`src/rtl/battleship_engine.sv`:
```
// -----------------------------------------------------------------------------
// battleship_engine
//
// Match engine for a GRID x GRID battleship game. Both boards are held as
// packed 2-bit cell vectors (0 empty, 1 ship, 2 hit, 3 miss; cell
// idx = y*GRID + x at bits [2*idx+1:2*idx]). One clocked FSM runs the match:
// player ship placement, alternating player / PC shots, and win / lose
// detection. The PC picks a target from an 8-bit LFSR and walks linearly to
// the next unattacked cell when the pick has already been shot.
//
// Optional feature macro: BATTLESHIP_TIMEOUT_EN
//   defined   : per-turn player timer; reaching the end of the turn forfeits
//               the player's shot and hands the turn to the PC.
//   undefined : no timer, turn_timer reads 0, PLAYER waits indefinitely.
//
// Ports:
//   clk                          system clock
//   reset                        asynchronous, active-low reset
//   izquierda/derecha/arriba/abajo  cursor-move strobes (single cycle)
//   poner                        place-ship strobe
//   attack                       fire-at-cursor strobe
//   barcos                       requested player ship count
//   cursor_x, cursor_y           player cursor
//   pc_shot_x, pc_shot_y         last PC target
//   matriz_player, matriz_pc     board contents
//   hp_player, hp_pc             remaining ship cells
//   estado                       FSM state code (PLACE=0 PLAYER=1 PC=2 WIN=3 LOSE=4)
//   win, lose                    held match result
//   turn_timer                   cycles left in the player turn
// -----------------------------------------------------------------------------
module battleship_engine #(
    parameter int                   GRID           = 5,
    parameter int                   MAX_SHIPS      = 3,
    parameter logic [GRID*GRID-1:0] PC_LAYOUT      = 25'h0000C40,
    parameter int                   TIMEOUT_CYCLES = 50_000_000,
    parameter logic [7:0]           LFSR_SEED      = 8'hA5
) (
    input  logic                               clk,
    input  logic                               reset,
    input  logic                               izquierda,
    input  logic                               derecha,
    input  logic                               arriba,
    input  logic                               abajo,
    input  logic                               poner,
    input  logic                               attack,
    input  logic [$clog2(MAX_SHIPS+1)-1:0]     barcos,
    output logic [$clog2(GRID)-1:0]            cursor_x,
    output logic [$clog2(GRID)-1:0]            cursor_y,
    output logic [$clog2(GRID)-1:0]            pc_shot_x,
    output logic [$clog2(GRID)-1:0]            pc_shot_y,
    output logic [2*GRID*GRID-1:0]             matriz_player,
    output logic [2*GRID*GRID-1:0]             matriz_pc,
    output logic [$clog2(GRID*GRID+1)-1:0]     hp_player,
    output logic [$clog2(GRID*GRID+1)-1:0]     hp_pc,
    output logic [2:0]                         estado,
    output logic                               win,
    output logic                               lose,
    output logic [31:0]                        turn_timer
);

    localparam int N  = GRID * GRID;
    localparam int W  = $clog2(GRID);
    localparam int IW = $clog2(N);
    localparam int H  = $clog2(N + 1);

    localparam logic [2:0] ST_PLACE  = 3'd0;
    localparam logic [2:0] ST_PLAYER = 3'd1;
    localparam logic [2:0] ST_PC     = 3'd2;
    localparam logic [2:0] ST_WIN    = 3'd3;
    localparam logic [2:0] ST_LOSE   = 3'd4;

    function automatic logic [H-1:0] popcount(input logic [N-1:0] m);
        logic [H-1:0] c;
        c = '0;
        for (int unsigned i = 0; i < N; i++) begin
            c = c + H'(m[i]);
        end
        return c;
    endfunction

    function automatic logic [2*N-1:0] pc_board_init(input logic [N-1:0] m);
        logic [2*N-1:0] b;
        b = '0;
        for (int unsigned i = 0; i < N; i++) begin
            b[2*i +: 2] = m[i] ? 2'd1 : 2'd0;
        end
        return b;
    endfunction

    localparam logic [2*N-1:0] PC_BOARD_INIT = pc_board_init(PC_LAYOUT);
    localparam logic [H-1:0]   PC_HP_INIT    = popcount(PC_LAYOUT);

    logic [7:0]    lfsr;
    logic [7:0]    lfsr_next;
    logic [IW-1:0] probe_idx;
    logic [IW-1:0] probe_next;
    logic [IW-1:0] cand_idx;
    logic [IW-1:0] cur_idx;
    logic [1:0]    cur_cell_pc;
    logic [1:0]    cur_cell_pl;
    logic [1:0]    probe_cell;
    logic [H-1:0]  tgt;
    logic [H-1:0]  placed_hp;
    logic [W-1:0]  mv_x;
    logic [W-1:0]  mv_y;
    logic          free_any;
    logic          timer_expired;

    logic [2:0]    st_n;
    logic          move_en;
    logic          place_en;
    logic          p_shot;
    logic          pc_enter;
    logic          pc_fire;
    logic          probe_step;

    // Taps 8,6,5,4 (bits 7,5,4,3), shifting towards the MSB.
    assign lfsr_next  = {lfsr[6:0], lfsr[7] ^ lfsr[5] ^ lfsr[4] ^ lfsr[3]};
    assign cand_idx   = IW'(32'(lfsr_next) % N);
    assign probe_next = (probe_idx == IW'(N - 1)) ? '0 : probe_idx + 1'b1;
    assign cur_idx    = IW'(32'(cursor_y) * GRID + 32'(cursor_x));
    assign cur_cell_pc = matriz_pc[2*cur_idx +: 2];
    assign cur_cell_pl = matriz_player[2*cur_idx +: 2];
    assign probe_cell  = matriz_player[2*probe_idx +: 2];
    assign placed_hp   = (cur_cell_pl == 2'd0) ? hp_player + H'(1) : hp_player;

    always_comb begin
        if (barcos == '0) begin
            tgt = H'(1);
        end else if (32'(barcos) > MAX_SHIPS) begin
            tgt = H'(MAX_SHIPS);
        end else begin
            tgt = H'(barcos);
        end
    end

    // A cell is still a valid PC target while its "attacked" bit (MSB) is 0.
    always_comb begin
        free_any = 1'b0;
        for (int unsigned i = 0; i < N; i++) begin
            if (!matriz_player[2*i+1]) begin
                free_any = 1'b1;
            end
        end
    end

    always_comb begin
        mv_x = cursor_x;
        mv_y = cursor_y;
        if (izquierda) begin
            mv_x = (cursor_x == '0) ? W'(GRID - 1) : cursor_x - 1'b1;
        end else if (derecha) begin
            mv_x = (cursor_x == W'(GRID - 1)) ? '0 : cursor_x + 1'b1;
        end else if (arriba) begin
            mv_y = (cursor_y == '0) ? W'(GRID - 1) : cursor_y - 1'b1;
        end else if (abajo) begin
            mv_y = (cursor_y == W'(GRID - 1)) ? '0 : cursor_y + 1'b1;
        end
    end

    always_comb begin
        st_n       = estado;
        move_en    = 1'b0;
        place_en   = 1'b0;
        p_shot     = 1'b0;
        pc_fire    = 1'b0;
        probe_step = 1'b0;
        case (estado)
            ST_PLACE: begin
                move_en = 1'b1;
                if (poner) begin
                    place_en = (cur_cell_pl == 2'd0);
                    if (placed_hp >= tgt) begin
                        st_n = ST_PLAYER;
                    end
                end
            end
            ST_PLAYER: begin
                if (attack && !cur_cell_pc[1]) begin
                    p_shot = 1'b1;
                    st_n   = (cur_cell_pc[0] && hp_pc <= H'(1)) ? ST_WIN : ST_PC;
                end else begin
                    move_en = !attack;
                    if (timer_expired) begin
                        st_n = ST_PC;
                    end
                end
            end
            ST_PC: begin
                if (!free_any) begin
                    st_n = ST_WIN;
                end else if (!probe_cell[1]) begin
                    pc_fire = 1'b1;
                    st_n    = (probe_cell[0] && hp_player <= H'(1)) ? ST_LOSE : ST_PLAYER;
                end else begin
                    probe_step = 1'b1;
                end
            end
            default: ;
        endcase
        pc_enter = (st_n == ST_PC) && (estado != ST_PC);
    end

    always_ff @(posedge clk or negedge reset) begin
        if (!reset) begin
            estado        <= ST_PLACE;
            cursor_x      <= '0;
            cursor_y      <= '0;
            pc_shot_x     <= '0;
            pc_shot_y     <= '0;
            matriz_player <= '0;
            matriz_pc     <= PC_BOARD_INIT;
            hp_player     <= '0;
            hp_pc         <= PC_HP_INIT;
            win           <= 1'b0;
            lose          <= 1'b0;
            lfsr          <= LFSR_SEED;
            probe_idx     <= '0;
        end else begin
            estado <= st_n;
            if (st_n == ST_WIN) begin
                win <= 1'b1;
            end
            if (st_n == ST_LOSE) begin
                lose <= 1'b1;
            end
            if (move_en) begin
                cursor_x <= mv_x;
                cursor_y <= mv_y;
            end
            if (place_en) begin
                matriz_player[2*cur_idx +: 2] <= 2'd1;
                hp_player <= hp_player + 1'b1;
            end
            if (p_shot) begin
                matriz_pc[2*cur_idx +: 2] <= cur_cell_pc[0] ? 2'd2 : 2'd3;
                if (cur_cell_pc[0] && hp_pc != '0) begin
                    hp_pc <= hp_pc - 1'b1;
                end
            end
            // The first candidate comes from the advanced LFSR, so the shot
            // can land one cycle after entering PC.
            if (pc_enter) begin
                lfsr      <= lfsr_next;
                probe_idx <= cand_idx;
            end
            if (probe_step) begin
                probe_idx <= probe_next;
            end
            if (pc_fire) begin
                matriz_player[2*probe_idx +: 2] <= probe_cell[0] ? 2'd2 : 2'd3;
                if (probe_cell[0] && hp_player != '0) begin
                    hp_player <= hp_player - 1'b1;
                end
                pc_shot_x <= W'(32'(probe_idx) % GRID);
                pc_shot_y <= W'(32'(probe_idx) / GRID);
            end
        end
    end

`ifdef BATTLESHIP_TIMEOUT_EN
    assign timer_expired = (estado == ST_PLAYER) && (turn_timer == 32'd1);

    always_ff @(posedge clk or negedge reset) begin
        if (!reset) begin
            turn_timer <= '0;
        end else if (st_n == ST_PLAYER && estado != ST_PLAYER) begin
            turn_timer <= 32'(TIMEOUT_CYCLES);
        end else if (estado == ST_PLAYER && turn_timer != '0) begin
            turn_timer <= turn_timer - 1'b1;
        end
    end
`else
    assign timer_expired = 1'b0;
    assign turn_timer    = '0;

    // Keeps the timeout parameter referenced while the timer is compiled out.
    logic unused_timeout;
    assign unused_timeout = ^32'(TIMEOUT_CYCLES);
`endif

endmodule
```
`config.mk`:
```
export PLATFORM = sky130hd
export DESIGN_NAME = battleship_engine
export DESIGN_NICKNAME = d
export VERILOG_FILES = /design/src/rtl/battleship_engine.sv
export SDC_FILE = /design/constraint.sdc
export NUM_CORES = 1
export LEC_CHECK = 0
export ABC_AREA = 1
export CAP_MARGIN = 10
export CORE_AREA = 2 2 203 205
export DETAILED_ROUTE_END_ITERATION = 16
export DIE_AREA = 0 0 205 207
export DONT_BUFFER_PORTS = 1
export PLACE_DENSITY_LB_ADDON = 0.3
export SETUP_SLACK_MARGIN = 0.05
export SYNTH_ARGS = -nofsm -noshare
export SYNTH_HDL_FRONTEND = slang
export SYNTH_SLANG_ARGS = --single-unit
```
`constraint.sdc`:
```
create_clock -name clk -period 5.9 [get_ports clk]
set_input_delay 0.295 -clock clk [delete_from_list [all_inputs] [get_ports clk]]
set_output_delay 0.295 -clock clk [all_outputs]
set_load 0.005 [all_outputs]
```
==> results.cfg, run 1 <==
[run_status]
status = finished, final reports clean

[logic_synthesis]
synth_commonest_cells = 303 x nand2_1, 173 x inv_1, 144 x o21ai_0
yosysMostFrequentCell = nand2_1
yosys.area.top_type_share_pct = 33.0
synth_flop_cell = dfrtp_1
synth.area.mux_share_pct = 0
synth_area_leader_cell = dfrtp_1
synth_compound_area_share_pct = 15.6
synth_top_family_by_area = simple AND/OR/NAND/NOR gates
synth-simple-area-share_pct = 28.8
synth_area_um2 = 9930
synth-edff-count = 0
ys_warn_count = 0
synthXorXnorAreaFrac_pct = 2.63
ys_seq_area_share_pct = 35.4
synthArstFlopShare_pct = 100
synth_cell_type_count = 59
syn-instance-count = 1382
synthTopCellsByArea = dfrtp_1 33%, nand2_1 11%, o21ai_0 7.3%, inv_1 6.5%, ha_1 5.7%
ys_seq_elements = 140
synth.avg_cell_area_um2 = 7.18
synthAdderAreaFrac_pct = 5.87

[placement]
gp_congestion = 0.902
hpwl_mm = 28.2
portBuffers = 0
post_dp_cell_area_um2 = 10300
dp_cells = 1878
preCtsSetupSlack_ns = 0.436

[critical_path]
path_delay_family = adder cells
endpoint_kind = flip-flop
critPathKind = reg2reg
rr_startpoint = cursor_y[2]$_DFFE_PN0P_
max_stage_delay_ns = 0.78
path_cells = ha_1 > ha_1 > inv_1 > fa_2 > clkinvlp_4 > nor2_1 > o21ai_0 > nand2_1 > nand2_1 > nand2_1 > nand2_1 > xor2_1 > ha_1 > inv_1 > nand2_1 > a21oi_1 > o21ai_0 > a21oi_1 > nor2_1 > nor2_1 > nand4_2 > nor2_4 > nand2_1 > o21ai_0
slowest_stage = fa_2
cp_common_cell = nand2_1
path_max_fanout = 15
required_ns = 6.26
cp-startpoint = cursor_y[2]$_DFFE_PN0P_
crit_buf_inv = 3
worstPathArrival_ns = 5.53
cp-start-kind = flip-flop

[die]
die_h_um = 207
rows = 74
core-area_um2 = 40400
die_w_um = 205
start_util_pct = 24.6
ios = 169
die_area_um2 = 42400

[min_path]
hold_path.class = in2reg
hold_start = arriba

[timing]
rsz0062_at_grt = no
slew-limit-headroom_pct = 25.3
tightest_slew_ns = 1.11
drv_slew = 0
timing.final.crit_period_ns = 5.18
hold_ws_ns = 0.0603
fin_crit_sh_pct = 87.7
setup_tns_ns = 0
setup_viol = 0
finClkSkew_ns = 0.0172
finalHoldViolCount = 0
setup_slack_ns = 0.723
max_freq_mhz = 193

[grt]
antenna_found_initial = 2
grt_pass1_wl_mm = 54.6
grt_use_total_pct = 16.9
grt_overflow = 0
grt_pass1_vias = 8757
grt_max_degree = 141

[drt]
ant_nets = 0
drt_iter0_drc = 759
totalWireLength_mm = 36.4
routedWlPerCell_um = 19.0
route.detailed.drc = 0
dr.pass1.iters = 5
routed_via_density = 4.85
vias = 9279

[clock_tree]
worstSkewPairLatency_ns = 0.44
cts_setup_buffers = 0
clk_pin_slew_ns = 0.07
h-tree-depth = 4
cts_tree = built
cts_made_buffers = 17
cts_sinks = 140
cts_buffer_depth = 2
cts-root-buf = clkbuf_16

[finish]
stdcell_count = 1913
final_nets = 1423
utilization_pct = 27.1
area_growth_pct = 10.2
post-route-cell-area_um2 = 10900
layout-drive-gt1-share_pct = 8.26

[pwr]
leakage_nw = 5.40
pwr_density_cell_nw_per_um2 = 195
power_mw = 2.14
max-vdd-ir-drop_mv = 0.195

[flow_run]
drv_cap = 0
-- per-layer routing --
| metal | track usage [%] | routed length [µm] |
|---|---|---|
| met1 | 21.0 | 15400 |
| met2 | 27.8 | 17100 |
| met3 | 5.63 | 3190 |
| met4 | 4.61 | 686 |
| met5 | 0 | 11 |
-- flip-flops by register name (all words and copies together), names as in the netlist, 5 cells and up --
name	count
matriz_player	50
hp_pc	5
matriz_pc	50
lfsr	8
probe_idx	5
hp_player	5
-- kinds of logic (layout without fill, tap and decap cells) --
family / count (synthesis) / in the layout
flops: 140 / 140
fa+ha+maj: 46 / 46
buf+inv: 260 / 227
other cells: 1 / 33
xor+xnor: 26 / 26
compound gates: 272 / 272
simple gates: 637 / 637
-- cells in the final DEF, fill, tap and decap left out, drive strengths merged, types with 5 or more instances in the layout --
cell and count:
nand2 320, inv 191, o21ai 159, nor2 150, dfrtp 131, nand3 96, a21oi 60, ha 45
conb 32, nand4 32, nor3 26, xor2 18, clkbuf 17, o31ai 10, dfstp 9, o211ai 8
xnor2 8, o311ai 7, clkinv 7, o221ai 6, buf 6, a31oi 5
-- layout make-up --
type / instances / area [µm²]
Antenna cell: 1 / 2.50
Sequential cell: 140 / 3510
Inverter: 188 / 711
Clock inverter: 15 / 176
Timing Repair Buffer: 7 / 75.1
Fill cell: 4520 / 29400
Clock buffer: 17 / 425
Tap cell: 532 / 666
Multi-Input combinational cell: 1013 / 5370
-- worst paths after layout --
kind,endpoint,slack (ns),cells past startpoint
min reg2reg,lfsr[7]$_DFFE_PN1P_,0.48,2
max in group asynchronous,matriz_player[38]$_DFF_PN0_,4.79,2
min,cursor_y[1]$_DFFE_PN0P_,0.06,2
max reg2reg,lfsr[2]$_DFFE_PN1P_,0.72,24
min in group asynchronous,matriz_player[25]$_DFF_PN0_,0.59,2
max,lfsr[2]$_DFFE_PN1P_,0.72,24
-- where the power goes --
| part | leakage (nW) | internal [mW] | total [mW] | switching (mW) |
|---|---|---|---|---|
| Clock | 0.290 | 0.639 | 1.14 | 0.504 |
| Combinational | 3.60 | 0.00449 | 0.0327 | 0.0282 |
| Sequential | 1.51 | 0.960 | 0.960 | 0 |
-- timing repair --
| item | 4_1_cts | 5_1_grt |
|---|---|---|
| endpoints found under the setup margin | 0 | 8 |
| hold endpoints to repair | 140 | 0 |
| hold buffers | 2 | 0 |
| gates resized for setup | 0 | 2 |
Note: power is estimated with default switching activity, not from simulation.
==> run 2: changes to the inputs <==
ABC_AREA = unset   (was 1)
CORE_AREA = 2 2 200 202   (was 2 2 203 205)
DIE_AREA = 0 0 202 204   (was 0 0 205 207)
==> run 2 against run 1 <==
  * Sequential share of layout area rose by 0.74 points
  * Utilization up 0.19 points
  * Critical path depth is 4 lower
  * Final area shrank 2.2%
  * Wire length shrank 7.9%
  * Register-to-register slack got worse by 0.14 ns
  * Flip-flop and latch count is the same
  * Die area is 2.9% lower
  * Worst hold slack better by 0.0055 ns
  * Global-route usage down 0.63 points
  * Non-clock buffer count is 6 higher
==> results.cfg, run 2 <==
[critical_path]
path_max_fanout = 12
critPathKind = reg2reg
reg2reg_to = probe_idx[4]$_DFFE_PN0P_
required_ns = 6.22
endpoint_kind = flip-flop
worst-r2r-cell-count = 20
cp-start-kind = flip-flop
r2r_slack_ns = 0.58
worstPathArrival_ns = 5.63
rr_startpoint = cursor_y[2]$_DFFE_PN0P_

[timing]
rsz0062_at_grt = no
setup_tns_ns = 0
drv_slew = 0
slew-limit-headroom_pct = 28.2
finalHoldViolCount = 0
setup_slack_ns = 0.583
setup_viol = 0
finClkSkew_ns = 0.0112
fin_crit_sh_pct = 90.1
timing.final.crit_period_ns = 5.32
tightest_slew_ns = 1.06
max_freq_mhz = 188

[min_path]
hold-path-cell-count = 2
hold_end = cursor_x[2]$_DFFE_PN0P_
hold_path.class = in2reg
hold_start = izquierda

[die]
rows = 73
core-area_um2 = 39200
die_h_um = 204
start_util_pct = 24.7
die_w_um = 202
ios = 169
die_area_um2 = 41200

[finish]
mostFrequentLayoutCells = 131 x dfrtp_1, 124 x nand2_1, 96 x nor2_1
layout-drive-gt1-share_pct = 13.5
stdcell_count = 1572
num_antenna_cells = 0
area_growth_pct = 10.6
final_nets = 1090
final_common_cell = dfrtp_1
reg.largest.list = matriz_pc: 50 flops, matriz_player: 50 flops, lfsr: 8 flops

[clock_tree]
cts-root-buf = clkbuf_16
cts_tree = built
worstSkewPairLatency_ns = 0.43
cts_sinks = 140
h-tree-depth = 4
clk_pin_slew_ns = 0.07
cts_made_buffers = 17
cts_buffer_depth = 2

[drt]
ant_nets = 0
routed_via_density = 5.12
dr.pass1.iters = 5
routedWlPerCell_um = 21.3
route.detailed.drc = 0
drt_iter0_drc = 770
totalWireLength_mm = 33.5
vias = 8056

[logic_synthesis]
synth_cell_type_count = 87
ys_warn_count = 0
ys_seq_elements = 140
ys_seq_area_share_pct = 36.3
synth-edff-count = 0
synth_area_um2 = 9680
yosysMostFrequentCell = dfrtp_1
syn-instance-count = 1047
yosys.area.top_type_share_pct = 33.9
synthArstFlopShare_pct = 100
synth_flop_cell = dfrtp_1
synth_commonest_cells = 131 x dfrtp_1, 124 x nand2_1, 96 x nor2_1
synth_area_leader_cell = dfrtp_1
synth.avg_cell_area_um2 = 9.24
synthTopCellsByArea = dfrtp_1 34%, ha_1 5.8%, nand2_1 4.8%, mux2_2 4.1%, nor2_1 3.7%

[run_status]
status = finished, final reports clean

[grt]
grt_pass1_vias = 7742
grt_max_degree = 141
grt_pass1_wl_mm = 50.6
grt_use_total_pct = 16.3
antenna_found_initial = 0
grt_overflow = 0

[placement]
preCtsSetupSlack_ns = 0.551
portBuffers = 0
gp_congestion = 0.885
dp_cells = 1538
hpwl_mm = 25.9

[flow_run]
drv_cap = 0
run 2: cell count changes after synthesis, moves of 13 or more:
cell	change
nand2b_1	+16
or2_2	+18
inv_1	-138
a21oi_1	-19
clkbuf_1	+14
mux2_2	+35
or3_1	+14
a211oi_1	+13
nand2_1	-179
mux2i_1	+26
a21o_1	+17
o21ai_0	-82
nand3_1	-63
nor2_1	-40
run 2: cell type report:
class / instances / area, µm²
Tap cell: 525 / 657
Clock inverter: 13 / 129
Timing Repair Buffer: 13 / 120
Inverter: 36 / 135
Multi-Input combinational cell: 826 / 5700
Clock buffer: 19 / 443
Sequential cell: 140 / 3510
Fill cell: 4138 / 28500
run 2: how the worst max path moves through the flow:
stage,startpoint,end,cells after the start
after floorplan,cursor_y[0]$_DFFE_PN0P_,probe_idx[3]$_DFFE_PN0P_,20
after global placement,cursor_y[0]$_DFFE_PN0P_,probe_idx[4]$_DFFE_PN0P_,20
after detailed placement,cursor_y[0]$_DFFE_PN0P_,probe_idx[4]$_DFFE_PN0P_,20
after CTS,cursor_y[0]$_DFFE_PN0P_,probe_idx[4]$_DFFE_PN0P_,20
after global routing,cursor_y[2]$_DFFE_PN0P_,probe_idx[0]$_DFFE_PN0P_,20
final,cursor_y[2]$_DFFE_PN0P_,probe_idx[4]$_DFFE_PN0P_,20
run 2: stage by stage:
stage               hold slack [ns]  utilization (%)  instance area [µm²]
floorplan                 -0.000591                -                 9790
global placement            0.00389             25.7                10100
detailed placement          0.00389             25.7                10100
CTS                          0.0493             27.3                10700
global route                 0.0628             27.3                10700
finish                       0.0658             27.3                10700
run 2: kinds of logic after synthesis:
family                   synth area share, %
AO/OA/AOI/OAI                           17.0
XOR/XNOR                                1.99
adder cells (fa/ha/maj)                 6.23
buffers and inverters                   6.01
flip-flops                              36.3
multiplexers                            12.0
other                                 0.0388
AND/OR/NAND/NOR                         20.4
run 2: critical path, cell delays in order (launching register included):
cell	delay, ns
dfrtp_1	0.53
ha_1	0.30
ha_1	0.30
inv_1	0.06
fa_1	0.64
nor2b_1	0.24
a211oi_1	0.26
o21ai_0	0.11
o22a_1	0.26
mux2i_2	0.30
xnor2_1	0.17
ha_1	0.24
nand2b_1	0.14
a21oi_1	0.17
o21ai_0	0.16
nand2_1	0.11
mux2i_1	0.11
a221oi_4	0.47
and2_2	0.35
and4_1	0.21
nor3_1	0.05
run 2: layer usage:
layer / GRT usage (%) / routed length, µm
met3: 6.47 / 3610
met5: 0 / 0
met1: 21.2 / 14300
met2: 24.3 / 14700
met4: 5.80 / 891
run 2: what timing repair did:
item	CTS	global route
hold endpoints to repair	140	0
hold buffers	2	0
resized for setup	0	1
setup buffers	0	0
endpoints found under the setup margin	0	1
Power of run 2 is left out: the tool's default activity adds up to more than one toggle a clock period on the data nets, which glitch-free logic cannot reach.
